`src/rtl/lsu_mem_requester.sv`:
```
// Load/store requester: accepts one request at a time, drives the memory port,
// splits misaligned half/word accesses into little-endian byte beats, assembles
// and extends load data, and returns a single-cycle response pulse.
module lsu_mem_requester #(
    parameter int MEM_RD_LATENCY   = 0,
    parameter bit ALLOW_MISALIGNED = 1'b1
) (
    input  logic        clk,
    input  logic        rst,
    input  logic        req_valid,
    output logic        req_ready,
    input  logic        req_we,
    input  logic [31:0] req_addr,
    input  logic [31:0] req_wdata,
    input  logic [1:0]  req_size,
    input  logic        req_unsigned,
    output logic        resp_valid,
    output logic [31:0] resp_rdata,
    output logic        resp_err,
    output logic        resp_split,
    output logic        mem_wr_en,
    output logic [31:0] mem_address,
    output logic [31:0] mem_in_data,
    output logic [1:0]  mem_size,
    output logic        mem_sz_ex,
    input  logic [31:0] mem_out_data
);

    // Last wait count inside a load beat; the beat ends when wait_q reaches it.
    localparam logic [1:0] RD_WAIT = 2'(MEM_RD_LATENCY);

    typedef enum logic [1:0] {
        IDLE   = 2'd0,
        ACCESS = 2'd1,
        DONE   = 2'd2
    } state_t;

    state_t      state_q;

    // Request fields latched at accept.
    logic        we_q;
    logic [31:0] addr_q;
    logic [31:0] wdata_q;
    logic [1:0]  size_q;
    logic        unsigned_q;
    logic        split_q;
    logic [1:0]  last_beat_q;

    // Beat sequencing and load assembly.
    logic [1:0]  beat_q;
    logic [1:0]  wait_q;
    logic [31:0] asm_q;

    // Registered outputs.
    logic        req_ready_q;
    logic        resp_valid_q;
    logic [31:0] resp_rdata_q;
    logic        resp_err_q;
    logic        resp_split_q;
    logic        mem_wr_en_q;
    logic [31:0] mem_address_q;
    logic [31:0] mem_in_data_q;
    logic [1:0]  mem_size_q;
    logic        mem_sz_ex_q;

    // Classification of the incoming request.
    logic        misaligned_d;
    logic        err_d;
    logic        split_d;
    logic [1:0]  last_beat_d;

    // Memory-port values for the next beat to be issued.
    logic [1:0]  nb_k;
    logic [31:0] src_addr;
    logic [31:0] src_wdata;
    logic [1:0]  src_size;
    logic        src_uns;
    logic        src_split;
    logic        src_we;
    logic        nb_wr_en_d;
    logic [31:0] nb_address_d;
    logic [31:0] nb_in_data_d;
    logic [1:0]  nb_size_d;
    logic        nb_sz_ex_d;

    // Beat completion and load result.
    logic        beat_done;
    logic [31:0] asm_d;
    logic [31:0] load_result_d;

    assign req_ready   = req_ready_q;
    assign resp_valid  = resp_valid_q;
    assign resp_rdata  = resp_rdata_q;
    assign resp_err    = resp_err_q;
    assign resp_split  = resp_split_q;
    assign mem_wr_en   = mem_wr_en_q;
    assign mem_address = mem_address_q;
    assign mem_in_data = mem_in_data_q;
    assign mem_size    = mem_size_q;
    assign mem_sz_ex   = mem_sz_ex_q;

    // Decide aligned / split / error and how many beats a request needs.
    always_comb begin
        misaligned_d = ((req_size == 2'b01) && req_addr[0])
                    || ((req_size == 2'b10) && (req_addr[1:0] != 2'b00));
        err_d        = (req_size == 2'b11) || (misaligned_d && !ALLOW_MISALIGNED);
        split_d      = misaligned_d && ALLOW_MISALIGNED && (req_size != 2'b11);
        last_beat_d  = split_d ? ((req_size == 2'b10) ? 2'd3 : 2'd1) : 2'd0;
    end

    // Memory-port drive for the next beat: beat 0 from the live request at accept,
    // later beats from the latched request.
    always_comb begin
        if (state_q == IDLE) begin
            src_addr  = req_addr;
            src_wdata = req_wdata;
            src_size  = req_size;
            src_uns   = req_unsigned;
            src_split = split_d;
            src_we    = req_we;
            nb_k      = 2'd0;
        end else begin
            src_addr  = addr_q;
            src_wdata = wdata_q;
            src_size  = size_q;
            src_uns   = unsigned_q;
            src_split = split_q;
            src_we    = we_q;
            nb_k      = beat_q + 2'd1;
        end
        nb_wr_en_d   = src_we;
        nb_address_d = src_addr + {30'd0, nb_k};
        if (src_split) begin
            nb_size_d    = 2'b00;
            nb_sz_ex_d   = 1'b0;
            nb_in_data_d = {24'd0, src_wdata[{nb_k, 3'b000} +: 8]};
        end else begin
            nb_size_d    = src_size;
            nb_sz_ex_d   = ~src_uns;
            nb_in_data_d = src_wdata;
        end
    end

    // Merge the current beat's read data and form the extended load result.
    always_comb begin
        beat_done = we_q || (wait_q == RD_WAIT);
        asm_d     = asm_q;
        if (split_q) begin
            asm_d[{beat_q, 3'b000} +: 8] = mem_out_data[7:0];
        end else begin
            asm_d = mem_out_data;
        end
        if (we_q) begin
            load_result_d = 32'd0;
        end else if (split_q && (size_q == 2'b01)) begin
            load_result_d = unsigned_q ? {16'd0, asm_d[15:0]}
                                       : {{16{asm_d[15]}}, asm_d[15:0]};
        end else begin
            load_result_d = asm_d;
        end
    end

    // Request FSM with registered memory-port and response outputs.
    always_ff @(posedge clk) begin
        if (!rst) begin
            state_q       <= IDLE;
            we_q          <= 1'b0;
            addr_q        <= 32'd0;
            wdata_q       <= 32'd0;
            size_q        <= 2'b00;
            unsigned_q    <= 1'b0;
            split_q       <= 1'b0;
            last_beat_q   <= 2'd0;
            beat_q        <= 2'd0;
            wait_q        <= 2'd0;
            asm_q         <= 32'd0;
            req_ready_q   <= 1'b1;
            resp_valid_q  <= 1'b0;
            resp_rdata_q  <= 32'd0;
            resp_err_q    <= 1'b0;
            resp_split_q  <= 1'b0;
            mem_wr_en_q   <= 1'b0;
            mem_address_q <= 32'd0;
            mem_in_data_q <= 32'd0;
            mem_size_q    <= 2'b00;
            mem_sz_ex_q   <= 1'b0;
        end else begin
            case (state_q)
                IDLE: begin
                    if (req_valid) begin
                        we_q        <= req_we;
                        addr_q      <= req_addr;
                        wdata_q     <= req_wdata;
                        size_q      <= req_size;
                        unsigned_q  <= req_unsigned;
                        split_q     <= split_d;
                        last_beat_q <= last_beat_d;
                        beat_q      <= 2'd0;
                        wait_q      <= 2'd0;
                        asm_q       <= 32'd0;
                        req_ready_q <= 1'b0;
                        if (err_d) begin
                            // Errors never touch memory.
                            state_q      <= DONE;
                            resp_valid_q <= 1'b1;
                            resp_err_q   <= 1'b1;
                            resp_split_q <= 1'b0;
                            resp_rdata_q <= 32'd0;
                        end else begin
                            state_q       <= ACCESS;
                            mem_wr_en_q   <= nb_wr_en_d;
                            mem_address_q <= nb_address_d;
                            mem_in_data_q <= nb_in_data_d;
                            mem_size_q    <= nb_size_d;
                            mem_sz_ex_q   <= nb_sz_ex_d;
                        end
                    end
                end
                ACCESS: begin
                    if (beat_done) begin
                        asm_q <= asm_d;
                        if (beat_q == last_beat_q) begin
                            state_q       <= DONE;
                            resp_valid_q  <= 1'b1;
                            resp_err_q    <= 1'b0;
                            resp_split_q  <= split_q;
                            resp_rdata_q  <= load_result_d;
                            mem_wr_en_q   <= 1'b0;
                            mem_address_q <= 32'd0;
                            mem_in_data_q <= 32'd0;
                            mem_size_q    <= 2'b00;
                            mem_sz_ex_q   <= 1'b0;
                        end else begin
                            beat_q        <= beat_q + 2'd1;
                            wait_q        <= 2'd0;
                            mem_wr_en_q   <= nb_wr_en_d;
                            mem_address_q <= nb_address_d;
                            mem_in_data_q <= nb_in_data_d;
                            mem_size_q    <= nb_size_d;
                            mem_sz_ex_q   <= nb_sz_ex_d;
                        end
                    end else begin
                        // Hold the address stable until read data is valid.
                        wait_q <= wait_q + 2'd1;
                    end
                end
                DONE: begin
                    state_q      <= IDLE;
                    resp_valid_q <= 1'b0;
                    resp_err_q   <= 1'b0;
                    resp_split_q <= 1'b0;
                    req_ready_q  <= 1'b1;
                end
                default: begin
                    state_q     <= IDLE;
                    req_ready_q <= 1'b1;
                end
            endcase
        end
    end

endmodule

```
`config.mk`:
```
export PLATFORM = sky130hd
export DESIGN_NAME = lsu_mem_requester
export DESIGN_NICKNAME = d
export VERILOG_FILES = /design/src/rtl/lsu_mem_requester.sv
export SDC_FILE = /design/constraint.sdc
export NUM_CORES = 1
export LEC_CHECK = 0
export CAP_MARGIN = 0
export CORE_AREA = 5 5 126 188
export DETAILED_ROUTE_END_ITERATION = 6
export DIE_AREA = 0 0 131 193
export PLACE_DENSITY = 0.76
export SYNTH_ARGS = -nofsm -noshare
export SYNTH_HDL_FRONTEND = slang
export SYNTH_SLANG_ARGS = --single-unit
```
`constraint.sdc`:
```
create_clock -name clk -period 3.7 [get_ports clk]
set_input_delay 0.37 -clock clk [delete_from_list [all_inputs] [get_ports clk]]
set_output_delay 0.37 -clock clk [all_outputs]
set_load 0.05 [all_outputs]
```
==> results of run 1 <==
## registers in the layout, indices dropped and copies added, names as in the netlist, 2 cells and up
name         count
resp_rdata      32
mem_size         2
size_q           2
mem_address     32
beat_q           2
mem_in_data     32
addr_q          32
asm_q           32
last_beat_q      2
wait_q           2
state_q          2
wdata_q         32
## metrics by stage
| step | hold slack (ns) | setup slack (ns) | instance area (sq um) |
|---|---|---|---|
| floorplan | 0.432 | 0.0123 | 10100 |
| global placement | 0.435 | 0.426 | 12300 |
| detailed placement | 0.444 | 0.338 | 12300 |
| CTS | 0.432 | 0.420 | 13000 |
| global route | 0.458 | 0.235 | 13000 |
| finish | 0.440 | 0.421 | 13000 |
## layer usage
layer | global-route usage (%) | up-vias | part of all wire, %
met5 | 0 | - | 0
met4 | 9.42 | 0 | 4.0
met3 | 4.58 | 78 | 7.2
met2 | 40.9 | 363 | 50
met1 | 27.8 | 4479 | 39
li1 | - | 4608 | -
## cells in the final DEF (no fill, tap or decap), drive strengths merged, types with 26 or more instances in the layout
cell,Yosys,routed
mux2i,36,36
a21oi,103,103
clkdlybuf4s50,0,206
a22oi,77,77
clkbuf,68,30
o21ai,44,44
nor2,145,145
nand2,190,190
a221oi,34,34
mux2,45,45
buf,24,26
dfxtp,212,212
## cell type report
type | count | area [sq um]
Fill cell | 1938 | 8930
Multi-Input combinational cell | 868 | 5360
Tap cell | 276 | 345
Timing Repair Buffer | 232 | 2280
Clock buffer | 30 | 629
Inverter | 24 | 92.6
Clock inverter | 5 | 81.3
Antenna cell | 1 | 2.50
Sequential cell | 212 | 4240
## worst max-delay path: cells and delay by family (launching register included)
kind,cells,cell delay (ns)
AND/OR/NAND/NOR,4,1.53
adder cells (fa/ha/maj),2,0.49
buffers and inverters,2,0.41
AO/OA/AOI/OAI,2,0.39
flip-flops,1,0.34
## cells by family (layout without fill, tap and decap cells)
logic type	after synthesis	after routing	synth area share, %
other	0	1	0
DFF	212	212	42.2
xor gates and xnor gates	15	15	1.31
buffers and inverters	116	291	4.88
AOI/OAI and AO/OA	326	326	22.0
adders and majority gates	13	13	1.69
and+or+nand+nor	433	433	19.3
muxes	81	81	8.65
## power groups by stage
stage	clock [mW]	combinational, mW	sequential (mW)
3_3_place_gp	0	2.57	2.77
2_1_floorplan	0	1.38	3.21
3_5_place_dp	0	2.61	2.77
4_1_cts	2.25	2.62	2.73
5_1_grt	2.33	2.82	2.76
6_report	2.22	2.62	2.73
## worst paths after layout
kind                                     start               to  slack [ns]  cells past startpoint
worst max register to register      state_q[0]  mem_address[25]        0.42                     10
worst min-delay path             req_wdata[23]      wdata_q[23]        0.44                      3
worst max-delay path                state_q[0]  mem_address[25]        0.42                     10
worst min register to register  mem_in_data[7]   mem_in_data[7]        0.45                      2
==> out/summary.txt, run 1 <==
Post-Syn Instances = 1196
Synth top cells by count = 212 x dfxtp_1, 190 x nand2_1, 144 x nor2_1
Seq pwr share = 36.1%
# port buffers = 206
Synth area leader = dfxtp_1
run status = complete, no violations
Final Non-Filler Cells = 1648
Fin. Hold Viols = 0
crit path cell chain = inv_1 > ha_4 > buf_4 > nor2_1 > ha_1 > a21oi_1 > nor3_4 > nand4_2 > or4_1 > a32o_1
Post-synth ARST share = 0%
via density per instance = 5.78
H-tree depth = 1
Warnings, synthesis = 0
CP peak stage delay = 0.61 ns
clock buffer depth = 3
number of max-cap violations = 0
NetSw = 2.72 mW
pin count of the biggest net entering global routing = 122
global-route congestion overflow total = 0
die area = 25300 sq um
Initial Util = 45.8%
synthesis-to-layout area growth = 29.5%
dpl cells = 1612
Clock Pin Slew Worst Setup and Hold Paths = 0.06 ns
Comb pwr share = 34.7%
routed len/inst = 18.8 um
die extent in y = 193 um
CP required = 4.10 ns
vias in the first global route = 9363
top-area cell type share of the netlist area = 42.2%
Final Skew = 0.0139 ns
slowest CP cell = or4_1
syn nets = 1312
Peak VDD IR = 0.361 mV
Synth Cell Area = 10100 sq um
relative slew slack = 46.8%
Min-Delay Path Class = in2reg
antenna violations before repair = 1
Startpoint Class = flop
layout cells sized above 1 = 9.26%
Chip Width = 131 um
DR vias = 9528
Final min period = 3.28 ns
row cnt = 67
Top-Level Pins = 207
Tot Pwr = 7.56 mW
total track usage = 23.4%
leakage power = 4.73 nW
CP arrival = 3.68 ns
max-slew violation count = 0
Pre-Repair DR Iteration Count = 6
Root Driver = clkbuf_16
worst skew pair latency = 0.51 ns
sw frac = 36.0%
CTS tree = built
clock sinks = 212
Final nets = 1475
pwr dens = 580 nW/um^2
Area contributors post-synth = dfxtp_1 42%, nand2_1 7.1%, a22oi_1 5.7%
#FFs+latches synth = 212
Post-CTS Setup Inserts = 0
fmax = 305 MHz
fin util = 59.4%
Final setup viols = 0
Main synth FF type = dfxtp_1
setup_tns = 0 ns
clock network power share = 29.3%
worst-path fanout max = 22
Resized Gates After CTS = 0
first-pass GRT wire length = 48100 um
average size of a mapped cell = 8.42 sq um
routability cong. = 0.862
period utilization = 88.6%
dpl hpwl = 21400 um
critical path class = reg2reg
EDFF count, synth = 0
Slew @ Worst Pin = 0.792 ns
Int Power = 4.84 mW
hold buffers post-CTS = 0
critical path endpoint category = flop
RSZ-0062 raised after global routing = false
DR iter-0 viols = 608
distinct cell type count after synthesis = 70
count leader, synth = dfxtp_1
core area = 22000 sq um
DRC = 0
post-synthesis sequential area ratio = 42.2%
Total Wirelength = 30900 um
Final ANT Viol Nets = 0
CTS Buf Count = 21
(Power assumes the default switching activity.)
==> run 2: changes to the inputs <==
- CORE_AREA: 5 5 126 188 -> 5 5 117 202
- DIE_AREA: 0 0 131 193 -> 0 0 122 207
- GPL_ROUTABILITY_DRIVEN: default -> 1
==> out/summary.txt, run 2 (synthesis gave the netlist of run 1 again) <==
Pre-Repair DR Iteration Count = 6 (unchanged)
antenna violations before repair = 1 (unchanged)
Tot Pwr = 7.62 mW (was 7.56 mW)
layout cells sized above 1 = 9.20% (was 9.26%)
CP required = 4.12 ns (was 4.10 ns)
DRC = 0 (unchanged)
critical path's most frequent cell = buf_4
hold endpoint = wdata_q[9] (was wdata_q[23])
Min-Delay Path Class = in2reg (unchanged)
hold buffers post-CTS = 0 (unchanged)
Slew @ Worst Pin = 1.26 ns (was 0.792 ns)
routability cong. = 0.901 (was 0.862)
Resized Gates After CTS = 0 (unchanged)
Worst Hold Path Cells = 3 (unchanged)
clock buffer depth = 3 (unchanged)
CTS tree = built (unchanged)
final worst-path setup slack = 0.449 ns (was 0.421 ns)
CP arrival = 3.67 ns (was 3.68 ns)
period utilization = 87.9% (was 88.6%)
worst-path fanout max = 30 (was 22)
first-pass GRT wire length = 48300 um (was 48100 um)
Final setup viols = 0 (unchanged)
Fin. Hold Viols = 0 (unchanged)
crit path cell chain = inv_1 > ha_4 > buf_4 > nor2b_1 > nor2_2 > nor4b_4 > buf_4 > o211ai_1 > a21oi_1 (was inv_1 > ha_4 > buf_4 > nor2_1 > ha_1 > a21oi_1 > nor3_4 > nand4_2 > or4_1 > a32o_1)
setup_tns = 0 ns (unchanged)
routed len/inst = 18.3 um (was 18.8 um)
row cnt = 72 (was 67)
vias in the first global route = 9204 (was 9363)
Startpoint Class = flop (unchanged)
slowest CP cell = nor2_2 (was or4_1)
synthesis-to-layout area growth = 29.5% (about the same)
RSZ-0062 raised after global routing = false (unchanged)
via density per instance = 5.73 (was 5.78)
commonest cells after routing, fill and taps aside = 212 x dfxtp_1, 206 x clkdlybuf4s50_1, 189 x nand2_1 (unchanged)
critical path endpoint category = flop (unchanged)
core area = 21900 sq um (was 22000 sq um)
dpl cells = 1629 (was 1612)
Finished Cell Area = 13000 sq um (about the same)
number of max-cap violations = 0 (unchanged)
global-route congestion overflow total = 0 (unchanged)
# port buffers = 206 (unchanged)
Final Skew = 0.0148 ns (was 0.0139 ns)
H-tree depth = 1 (unchanged)
fill count = 1952 (was 1938)
total track usage = 23.3% (was 23.4%)
max-slew violation count = 0 (unchanged)
Clock Pin Slew Worst Setup and Hold Paths = 0.07 ns (was 0.06 ns)
run status = complete, no violations (unchanged)
Peak VDD IR = 0.362 mV (was 0.361 mV)
dpl hpwl = 21300 um (was 21400 um)
Chip Width = 122 um (was 131 um)
DR vias = 9549 (was 9528)
Initial Util = 46.0% (was 45.8%)
fin util = 59.6% (was 59.4%)
pre-CTS setup slack = 0.404 ns (was 0.338 ns)
die extent in y = 207 um (was 193 um)
clock sinks = 212 (unchanged)
commonest non-fill, non-tap cell in the layout = dfxtp_1 (unchanged)
Worst R2R End = resp_rdata[31] (was mem_address[25])
pwr dens = 584 nW/um^2 (was 580 nW/um^2)
Final ANT Viol Nets = 0 (unchanged)
leakage power = 4.71 nW (was 4.73 nW)
Final min period = 3.25 ns (was 3.28 ns)
CP peak stage delay = 0.95 ns (was 0.61 ns)
Post-CTS Setup Inserts = 0 (unchanged)
Final Non-Filler Cells = 1666 (was 1648)
cell count of the worst reg-to-reg path = 9 (was 10)
Hold Crit Start = req_wdata[9] (was req_wdata[23])
Root Driver = clkbuf_16 (unchanged)
CTS Buf Count = 20 (was 21)
Post-DP Area = 12300 sq um (about the same)
worst skew pair latency = 0.50 ns (was 0.51 ns)
Hold Worst Slack = 0.447 ns (was 0.440 ns)
Total Wirelength = 30400 um (was 30900 um)
r2r setup slk = 0.45 ns (was 0.42 ns)
Worst R2R Start = state_q[0] (unchanged)
fmax = 308 MHz (was 305 MHz)
pin count of the biggest net entering global routing = 92 (was 122)
critical path class = reg2reg (unchanged)
Top-Level Pins = 207 (unchanged)
DR iter-0 viols = 793 (was 608)
Final nets = 1471 (was 1475)
relative slew slack = 15.4% (was 46.8%)
die area = 25300 sq um (about the same)
## run 2: changes by cell type in the layout (fill, tap and decap cells not counted), sizes merged
cell      change
clkbuf        -5
buf           -3
clkinvlp      +3
bufinv        +2
clkinv        +2
inv           -1
## run 2: how the worst max path moves through the flow
stage / from / to / depth (start not counted)
2_1_floorplan: state_q[0] / mem_address[29] / 16
3_3_place_gp: req_addr[1] / mem_address[31] / 8
3_5_place_dp: req_addr[1] / mem_address[27] / 8
4_1_cts: state_q[0] / mem_address[27] / 9
5_1_grt: state_q[0] / resp_rdata[30] / 9
6_report: state_q[0] / resp_rdata[31] / 9
## run 2: cell type report
class	count	area, sq um	share of cell area (%)
multi-input combinational	868	5360	41.1
timing repair buffer	229	2230	17.1
inverter	24	92.6	0.710
antenna	1	2.50	0.0192
sequential	212	4240	32.5
clock inverter	11	165	1.27
clock buffer	25	571	4.38
tap	296	370	2.84
## run 2: power by group
part           total, mW  switching, mW  internal (mW)  leakage [nW]
registers           2.73          0.181           2.55          1.73
logic               2.59           1.63          0.959          2.63
clock network       2.30          0.919           1.38         0.350
total               7.62           2.73           4.88          4.71
## run 2: routing by layer
metal | global-route usage, % | routed length (um) | vias to the layer above
met5 | 0 | 0 | -
met4 | 8.43 | 1030 | 0
met3 | 3.74 | 1910 | 72
met2 | 41.6 | 15700 | 348
met1 | 27.6 | 11800 | 4537
li1 | - | - | 4592
## run 2: worst max-delay path: cells and delay by family (launching register included)
kind | cells | cell delay (ns)
DFF | 1 | 0.39
buffers and inverters | 3 | 0.70
AOI/OAI and AO/OA | 2 | 0.36
adders and majority gates | 1 | 0.20
and+or+nand+nor | 3 | 1.51
==> run 3: changes to the inputs <==
- GPL_TIMING_DRIVEN: default -> 0
==> out/summary.txt, run 3 (synthesis gave the netlist of run 1 again) <==
run status = complete, no violations (unchanged)
Final setup viols = 0 (unchanged)
via density per instance = 5.80 (was 5.73)
# port buffers = 206 (unchanged)
hold endpoint = wdata_q[3] (was wdata_q[9])
fin util = 60.7% (was 59.6%)
DR iter-0 viols = 811 (was 793)
clock network power share = 28.2% (was 30.2%)
Final Skew = 0.00892 ns (was 0.0148 ns)
CP arrival = 4.04 ns (was 3.67 ns)
H-tree depth = 1 (unchanged)
total track usage = 26.3% (was 23.3%)
Final min period = 3.64 ns (was 3.25 ns)
worst-path fanout max = 19 (was 30)
sw frac = 37.0% (was 35.9%)
crit path from = state_q[0] (unchanged)
Pre-Repair DR Iteration Count = 6 (unchanged)
Fin. Hold Viols = 0 (unchanged)
Finished Cell Area = 13300 sq um (was 13000 sq um)
layout cells sized above 1 = 8.33% (was 9.20%)
Root Driver = clkbuf_16 (unchanged)
Tot Pwr = 7.69 mW (was 7.62 mW)
Slew @ Worst Pin = 0.987 ns (was 1.26 ns)
max-slew violation count = 0 (unchanged)
dpl hpwl = 26100 um (was 21300 um)
Multi-input gate area = 5350 sq um (was 5360 sq um)
Worst Hold Path Cells = 3 (unchanged)
Int Power = 4.85 mW (was 4.88 mW)
critical path class = reg2reg (unchanged)
clock sinks = 212 (unchanged)
row cnt = 72 (unchanged)
DRC = 0 (unchanged)
antenna violations before repair = 1 (unchanged)
commonest cells after routing, fill and taps aside = 211 x dfxtp_1, 206 x clkdlybuf4s50_1, 190 x nand2_1 (was 212 x dfxtp_1, 206 x clkdlybuf4s50_1, 189 x nand2_1)
Chip Width = 122 um (unchanged)
Final ANT Viol Nets = 0 (unchanged)
Seq pwr share = 35.5% (was 35.8%)
Post-DP Area = 12500 sq um (was 12300 sq um)
hold buffers post-CTS = 0 (unchanged)
Peak VDD IR = 0.422 mV (was 0.362 mV)
setup_tns = 0 ns (unchanged)
DR vias = 10100 (was 9549)
Worst R2R Start = state_q[0] (unchanged)
Final nets = 1542 (was 1471)
die extent in y = 207 um (unchanged)
Hold Crit Start = req_wdata[3] (was req_wdata[9])
clock buffer depth = 3 (unchanged)
core area = 21900 sq um (unchanged)
CTS tree = built (unchanged)
Hold Worst Slack = 0.449 ns (was 0.447 ns)
synthesis-to-layout area growth = 31.9% (was 29.5%)
pin count of the biggest net entering global routing = 29 (was 92)
RSZ-0062 raised after global routing = true (was false)
die area = 25300 sq um (unchanged)
routability cong. = 0.949 (was 0.901)
number of max-cap violations = 0 (unchanged)
CTS Buf Count = 21 (was 20)
CP required = 4.10 ns (was 4.12 ns)
worst skew pair latency = 0.50 ns (about the same)
r2r setup slk = 0.06 ns (was 0.45 ns)
Clock Pin Slew Worst Setup and Hold Paths = 0.06 ns (was 0.07 ns)
global-route congestion overflow total = 0 (unchanged)
Startpoint Class = flop (unchanged)
Top-Level Pins = 207 (unchanged)
routed len/inst = 19.8 um (was 18.3 um)
commonest non-fill, non-tap cell in the layout = dfxtp_1 (unchanged)
Worst R2R End = mem_address[29] (was resp_rdata[31])
critical path endpoint category = flop (unchanged)
fill count = 1947 (was 1952)
Comb pwr share = 36.3% (was 34.0%)
relative slew slack = 33.9% (was 15.4%)
NetSw = 2.84 mW (was 2.73 mW)
Total Wirelength = 34300 um (was 30400 um)
pwr dens = 579 nW/um^2 (was 584 nW/um^2)
vias in the first global route = 10100 (was 9204)
Min-Delay Path Class = in2reg (unchanged)
period utilization = 98.4% (was 87.9%)
fmax = 275 MHz (was 308 MHz)
Initial Util = 46.0% (unchanged)
first-pass GRT wire length = 53600 um (was 48300 um)
leakage power = 4.80 nW (was 4.71 nW)
cell count of the worst reg-to-reg path = 13 (was 9)
Seq. cell area = 4250 sq um (was 4240 sq um)
==> run 3: changes by cell type in the layout (fill, tap and decap cells not counted), sizes merged <==
cell,change
bufinv,-2
clkinvlp,-2
buf,+1
clkbuf,+74
==> run 3: worst max-delay path by stage <==
stage,to,cells past startpoint,slack [ns]
final,mem_address[29],13,0.06
after floorplan,mem_address[29],16,0.01
after global placement,mem_address[29],16,-0.81
after detailed placement,mem_address[29],16,-0.85
after global routing,mem_address[28],12,-0.009
after CTS,mem_address[28],12,0.01
==> run 3: timing repair <==
| item | in CTS | in global routing |
|---|---|---|
| gates cloned | 0 | 1 |
| setup buffers | 3 | 1 |
| gates resized for setup | 7 | 5 |
| pin swaps | 2 | 1 |
| setup endpoints to repair | 28 | 11 |
==> run 3: cell type report <==
cell class / instances / area share (%)
Multi-Input combinational cell: 868 / 40.3
Antenna cell: 1 / 0.0188
Clock buffer: 30 / 4.51
Tap cell: 296 / 2.79
Clock inverter: 7 / 0.678
Inverter: 24 / 0.678
Timing Repair Buffer: 211 / 15.9
Buffer: 88 / 3.10
Sequential cell: 212 / 32.0
==> run 3: per-stage QoR <==
| stage | instances | worst slack [ns] |
|---|---|---|
| after floorplan | 1196 | 0.0123 |
| after global routing | 1737 | -0.00923 |
| after global placement | 1698 | -0.810 |
| final | 1737 | 0.0586 |
| after CTS | 1735 | 0.00989 |
| after detailed placement | 1698 | -0.847 |
==> run 3: power by group through the flow <==
stage	Sequential (mW)	Clock [mW]	Combinational, mW
5_1_grt	2.75	2.29	2.98
2_1_floorplan	3.21	0	1.38
6_report	2.73	2.17	2.79
3_3_place_gp	2.76	0	2.72
4_1_cts	2.72	2.19	2.75
3_5_place_dp	2.77	0	2.75
==> run 3: per-layer routing <==
layer | up-vias | track usage, % | routed length, um | part of all wire (%)
met1 | 4826 | 28.7 | 12300 | 36
met3 | 93 | 4.45 | 2340 | 6.8
met5 | - | 0 | 0 | 0
li1 | 4745 | - | - | -
met2 | 410 | 48.4 | 18200 | 53
met4 | 0 | 12.3 | 1490 | 4.3
==> run 3: critical path, cell delays in order (launching register included) <==
cell and delay (ns):
dfxtp_1 0.34, inv_1 0.13, ha_4 0.22, buf_12 0.17, buf_6 0.19, buf_8 0.22, mux2_2 0.39, ha_1 0.29
a21oi_1 0.18, nor3_4 0.33, nand4_4 0.17, buf_6 0.19, or4_1 0.46, a32o_1 0.25
==> RTL edit 1 (config.mk and constraints of run 3) <==
Make the reset (`rst`) asynchronous in one clocked block.
--- a/src/rtl/lsu_mem_requester.sv
+++ b/src/rtl/lsu_mem_requester.sv
@@ -161,7 +161,7 @@
     end
 
     // Request FSM with registered memory-port and response outputs.
-    always_ff @(posedge clk) begin
+    always_ff @(posedge clk or negedge rst) begin
         if (!rst) begin
             state_q       <= IDLE;
             we_q          <= 1'b0;
Check against the original RTL: differs if rst is asserted again (counterexample within 4 cycles, from zero or initial values and one cycle with rst low); with rst held inactive, the same outputs for 4 cycles.
==> RTL edit 1 against run 3 <==
Final area grew 5.9%; non-clock buffer count fell by 12; critical path depth up 1; first-iteration DRC count decreased by 22%; sequential cell count unchanged; wire length fell by 2.5%; setup slack improved by 0.0038 ns; via count is 11% lower; area after synthesis grew 5.6%; largest cell class is now registers; highest routed layer is now met5.
Power is not compared: it rests on default switching activity, and its combinational part moved more than twofold at a synthesized area within 25%.
==> RTL edit 1: results (changes against run 3) <==
Worst setup path
The logic depth of the worst register-to-register path is 14 (was 13). The internal reg-to-reg setup slack is 0.06 ns. The endpoint of the worst setup timing path is mem_address[20]$_DFFE_PN0P_ (was mem_address[29]$_SDFFE_PN0P_). The arrival time at the worst endpoint is 4.02 ns (was 4.04 ns). The launch point of the worst reg-to-reg path is state_q[1]$_DFFE_PN0P_ (was state_q[0]$_SDFFE_PN0P_).

Synthesis
The multiplexer area fraction after synthesis is 14.3% (was 8.65%). The post-synthesis adder-cell area fraction is 1.60% (was 1.69%). The complex-gate fraction of the synthesized area is 17.9% (was 22.0%). Top cells by area, synth: dfrtp_1 (50%), mux2_2 (9.3%), mux2i_1 (5.0%) (was dfxtp_1 (42%), nand2_1 (7.1%), a22oi_1 (5.7%)). The cell with the most instances after synthesis is dfrtp_1 (was dfxtp_1). The synthesized-area fraction occupied by xor and xnor cells was 1.40% (was 1.30%). The fraction of the yosys area taken by sequential cells is 49.9% (was 42.2%). Synth cell count leaders: dfrtp_1 (211), nand2_1 (133), o21ai_0 (104), mux2_2 (88), mux2i_1 (53) (was dfxtp_1 (212), nand2_1 (190), nor2_1 (144), a21oi_1 (103), a22oi_1 (76)). The share of async-settable or async-resettable flops after synthesis is 100% (was 0%). The synthesized net count was 1106 (was 1312).

The count of distinct cell types in the synthesized netlist is 65 (was 70).

Worst hold path
The cell count of the worst hold path is 2 (was 3). The startpoint of the tightest hold check path is resp_rdata[14]$_DFFE_PN0P_ (was req_wdata[3]). The end point of the most critical hold path is resp_rdata[14]$_DFFE_PN0P_ (was wdata_q[3]$_SDFFE_PN0P_). The path category of the worst min-delay check is register to register (was input pin to register).

Routing
The count of routing violations after the opening detailed-route iteration is 636 (was 811). The first-pass iteration count of the detailed router is 5 (was 6). The average via count per standard cell is 5.80 (about the same). The post-detailed-route wirelength per cell came to 21.6 um (was 19.8 um).

Placed design
The post-DP HPWL is 25.1 mm (was 26.1 mm). The placer congestion estimate is 0.930 (was 0.949).

Global route
The global routing usage summed across all routing layers is 25.8% (was 26.3%). The maximum number of pins on one net before global-route repair was 116 (was 29). The via count of the first global-routing pass is 9408 (was 10100).

The initial antenna violation count is 6 (was 1). The first-pass GRT wire length was 51.2 mm (was 53.6 mm).

Final layout
The share of final-layout standard cells stronger than drive strength 1 is 14.3% (was 8.33%). The final net count came to 1352 (was 1542). The count of fill cells added during filler insertion is 1802 (was 1947).

Timing
The clock tree skew after final layout is 0.00919 ns (was 0.00892 ns). The final number of hold-violating endpoints is 0 (unchanged). The headroom to the max-slew limit is 28.6% (was 33.9%). The worst-case hold slack is 0.477 ns (was 0.449 ns).

Status
Outcome: completed (unchanged).

Power and ir drop
The analysis attributes to cell leakage a power of 0.00598 uW.
[RTL edit 1: cell types whose count changed after synthesis, moves of 18 or more]
cell      delta
dfxtp_1    -212
dfrtp_1    +211
nor2_1     -127
a21oi_1     -77
a22oi_1     -73
o21ai_0     +62
nand2_1     -57
mux2_2      +43
a22o_1      +22
clkbuf_1    -20
mux2i_1     +18
[RTL edit 1: cell type report]
class / instances / area, um^2 / area share (%)
Antenna cell: 5 / 12.5 / 0.0890
Buffer: 62 / 357 / 2.54
Clock buffer: 30 / 609 / 4.33
Clock inverter: 5 / 75.1 / 0.534
Inverter: 26 / 103 / 0.729
Multi-Input combinational cell: 688 / 5000 / 35.5
Sequential cell: 212 / 5310 / 37.7
Tap cell: 296 / 370 / 2.63
Timing Repair Buffer: 225 / 2240 / 15.9
[RTL edit 1: repair_timing]
item,4_1_cts,5_1_grt
gates resized for setup,25,14
hold buffers,1,0
hold endpoints to repair,97,0
setup buffers,9,8
endpoints found under the setup margin,39,7
pin swaps,4,5
[RTL edit 1: report_power, final]
part / switching [uW] / leakage, uW / internal [uW]
Sequential: 653 / 0.00269 / 3330
Clock: 896 / 0.000339 / 1280
Combinational: 4870 / 0.00295 / 3040
Total: 6420 / 0.00598 / 7640
[RTL edit 1: critical path, stage by stage, from the launching register on]
cell and delay (ns):
dfrtp_1 0.39, inv_1 0.11, ha_4 0.19, buf_12 0.13, buf_16 0.16, buf_12 0.16
buf_12 0.15, mux2_2 0.22, ha_2 0.22, fa_2 0.25, nand4_1 0.20, a22oi_4 0.37
nand2_2 0.14, or4b_1 0.56, a32o_1 0.27
[RTL edit 1: through the flow]
| stage | cells | setup WS [ns] | area [um^2] | setup TNS [ns] | util, % |
|---|---|---|---|---|---|
| global placement | 1492 | -6.81 | 13100 | -1455.38 | 59.8 |
| detailed placement | 1493 | -1.17 | 13100 | -21.49 | 59.9 |
| finish | 1549 | 0.0624 | 14100 | 0 | 64.3 |
| floorplan | 990 | 0.00713 | 10600 | 0 | - |
| global route | 1549 | -0.0194 | 14100 | -0.0340 | 64.3 |
| CTS | 1536 | 0.0456 | 13900 | 0 | 63.7 |
[RTL edit 1: cell families after synthesis]
logic type      count (synthesis)
simple gates                  240
flops                         212
buf+inv                        90
fa+ha+maj                      13
mux                           141
compound gates                277
xor+xnor                       17
[RTL edit 1: routing by layer]
layer  vias to the layer above  part of all wire, %  routed length, um  track usage [%]
met5                         -                0.039                 13                0
li1                       4134                    -                  -                -
met2                       352                   54              18200             47.8
met4                         2                  4.3               1430             11.6
met1                      4417                   35              11800             27.9
met3                        81                  6.2               2080             4.53
==> RTL edit 2 (settings of run 3) <==
Without the edit above. Set the parameter `ALLOW_MISALIGNED` to 1'b0 (it was 1'b1).
--- a/src/rtl/lsu_mem_requester.sv
+++ b/src/rtl/lsu_mem_requester.sv
@@ -3,7 +3,7 @@
 // and extends load data, and returns a single-cycle response pulse.
 module lsu_mem_requester #(
     parameter int MEM_RD_LATENCY   = 0,
-    parameter bit ALLOW_MISALIGNED = 1'b1
+    parameter bit ALLOW_MISALIGNED = 1'b0
 ) (
     input  logic        clk,
     input  logic        rst,
Behaviour: not the same (Yosys sat finds a counterexample within 4 cycles, from zero or initial values and one cycle with rst low).
==> RTL edit 2 against run 3 <==
Maximum frequency up 3.2%; final area down 17%; cell count down 15%; global-route usage down 5.4 points; clock power down 17%; wire length down 24%; critical path depth unchanged; sequential cell count down 35; total power down 23%; via count down 23%; synthesized cell count down 21%; core utilization down 10 points; area after synthesis down 21%; setup slack better by 0.11 ns; largest power group is now sequential cells; highest routed layer unchanged.
==> RTL edit 2: results (changes against run 3) <==
Status
Outcome: completed (unchanged).

Routing
The first-pass iteration count of the detailed router was 5 (was 6). The wire length on met3 is 1.41 mm (was 2.34 mm). The detailed-routing wirelength on met1 is 9.82 mm (was 12.3 mm).

The count of routing violations after the opening detailed-route iteration came to 400 (was 811). The number of vias in the routed layout is 7715 (was 10100).

Placed design
The total placed instance area is 0.0105 mm^2 (was 0.0125 mm^2). The count of port buffers added during placement came to 205 (was 206). The placer congestion estimate came to 0.904 (was 0.949). The placed instance count is 1446 (was 1698). The worst slack at placement is -0.551 ns (was -0.847 ns).

Synthesis
The synthesized net count is 1057 (was 1312). The synthesized netlist cell count is 945 (was 1196). The fraction of the yosys area taken by sequential cells is 44.5% (was 42.2%).

Timing
The slew at the pin closest to its max-slew limit came to 0.853 ns (was 0.987 ns).

Global route
The maximum number of pins on one net before global-route repair was 21 (was 29). The first-pass GRT wire length is 41.4 mm (was 53.6 mm). The met1 usage came to 22.0% (was 28.7%). The initial antenna violation count is 0 (was 1).

Power and ir drop
The sequential share of power is 37.0% (was 35.5%). The power in combinational cells came to 1940 uW (was 2790 uW). The internal power is 3870 uW (was 4850 uW). The static leakage is 0.00400 uW (was 0.00480 uW).

Worst setup path
The cell with the largest stage delay on the worst path is or4b_4 (was or4_1). The arrival time at the worst endpoint is 3.86 ns (was 4.04 ns).

Clock network
The H-tree level count is 4 (was 1). The TritonCTS buffer count came to 17 (was 21). The maximum buffer depth of the clock tree was 2 (was 3).

Worst hold path
The end point of the most critical hold path is resp_rdata[5]$_SDFFE_PN0P_ (was wdata_q[3]$_SDFFE_PN0P_).
## RTL edit 2: cell type report
class / instances / area (um^2) / area share [%]
timing repair buffer: 210 / 2110 / 19.1
buffer: 67 / 313 / 2.83
clock buffer: 21 / 470 / 4.25
tap: 296 / 370 / 3.35
inverter: 15 / 56.3 / 0.509
multi-input combinational: 682 / 4080 / 36.9
sequential: 177 / 3550 / 32.1
clock inverter: 9 / 109 / 0.984
## RTL edit 2: cells by family (layout without fill, tap and decap cells)
| group | after synthesis | after routing | share of synthesized area (%) |
|---|---|---|---|
| compound gates | 235 | 235 | 18.7 |
| xor+xnor | 11 | 11 | 1.21 |
| fa+ha+maj | 9 | 9 | 1.51 |
| buf+inv | 86 | 322 | 4.74 |
| flops | 177 | 177 | 44.5 |
| mux | 66 | 66 | 8.97 |
| other cells | 1 | 1 | 0.0471 |
| simple gates | 360 | 360 | 20.4 |
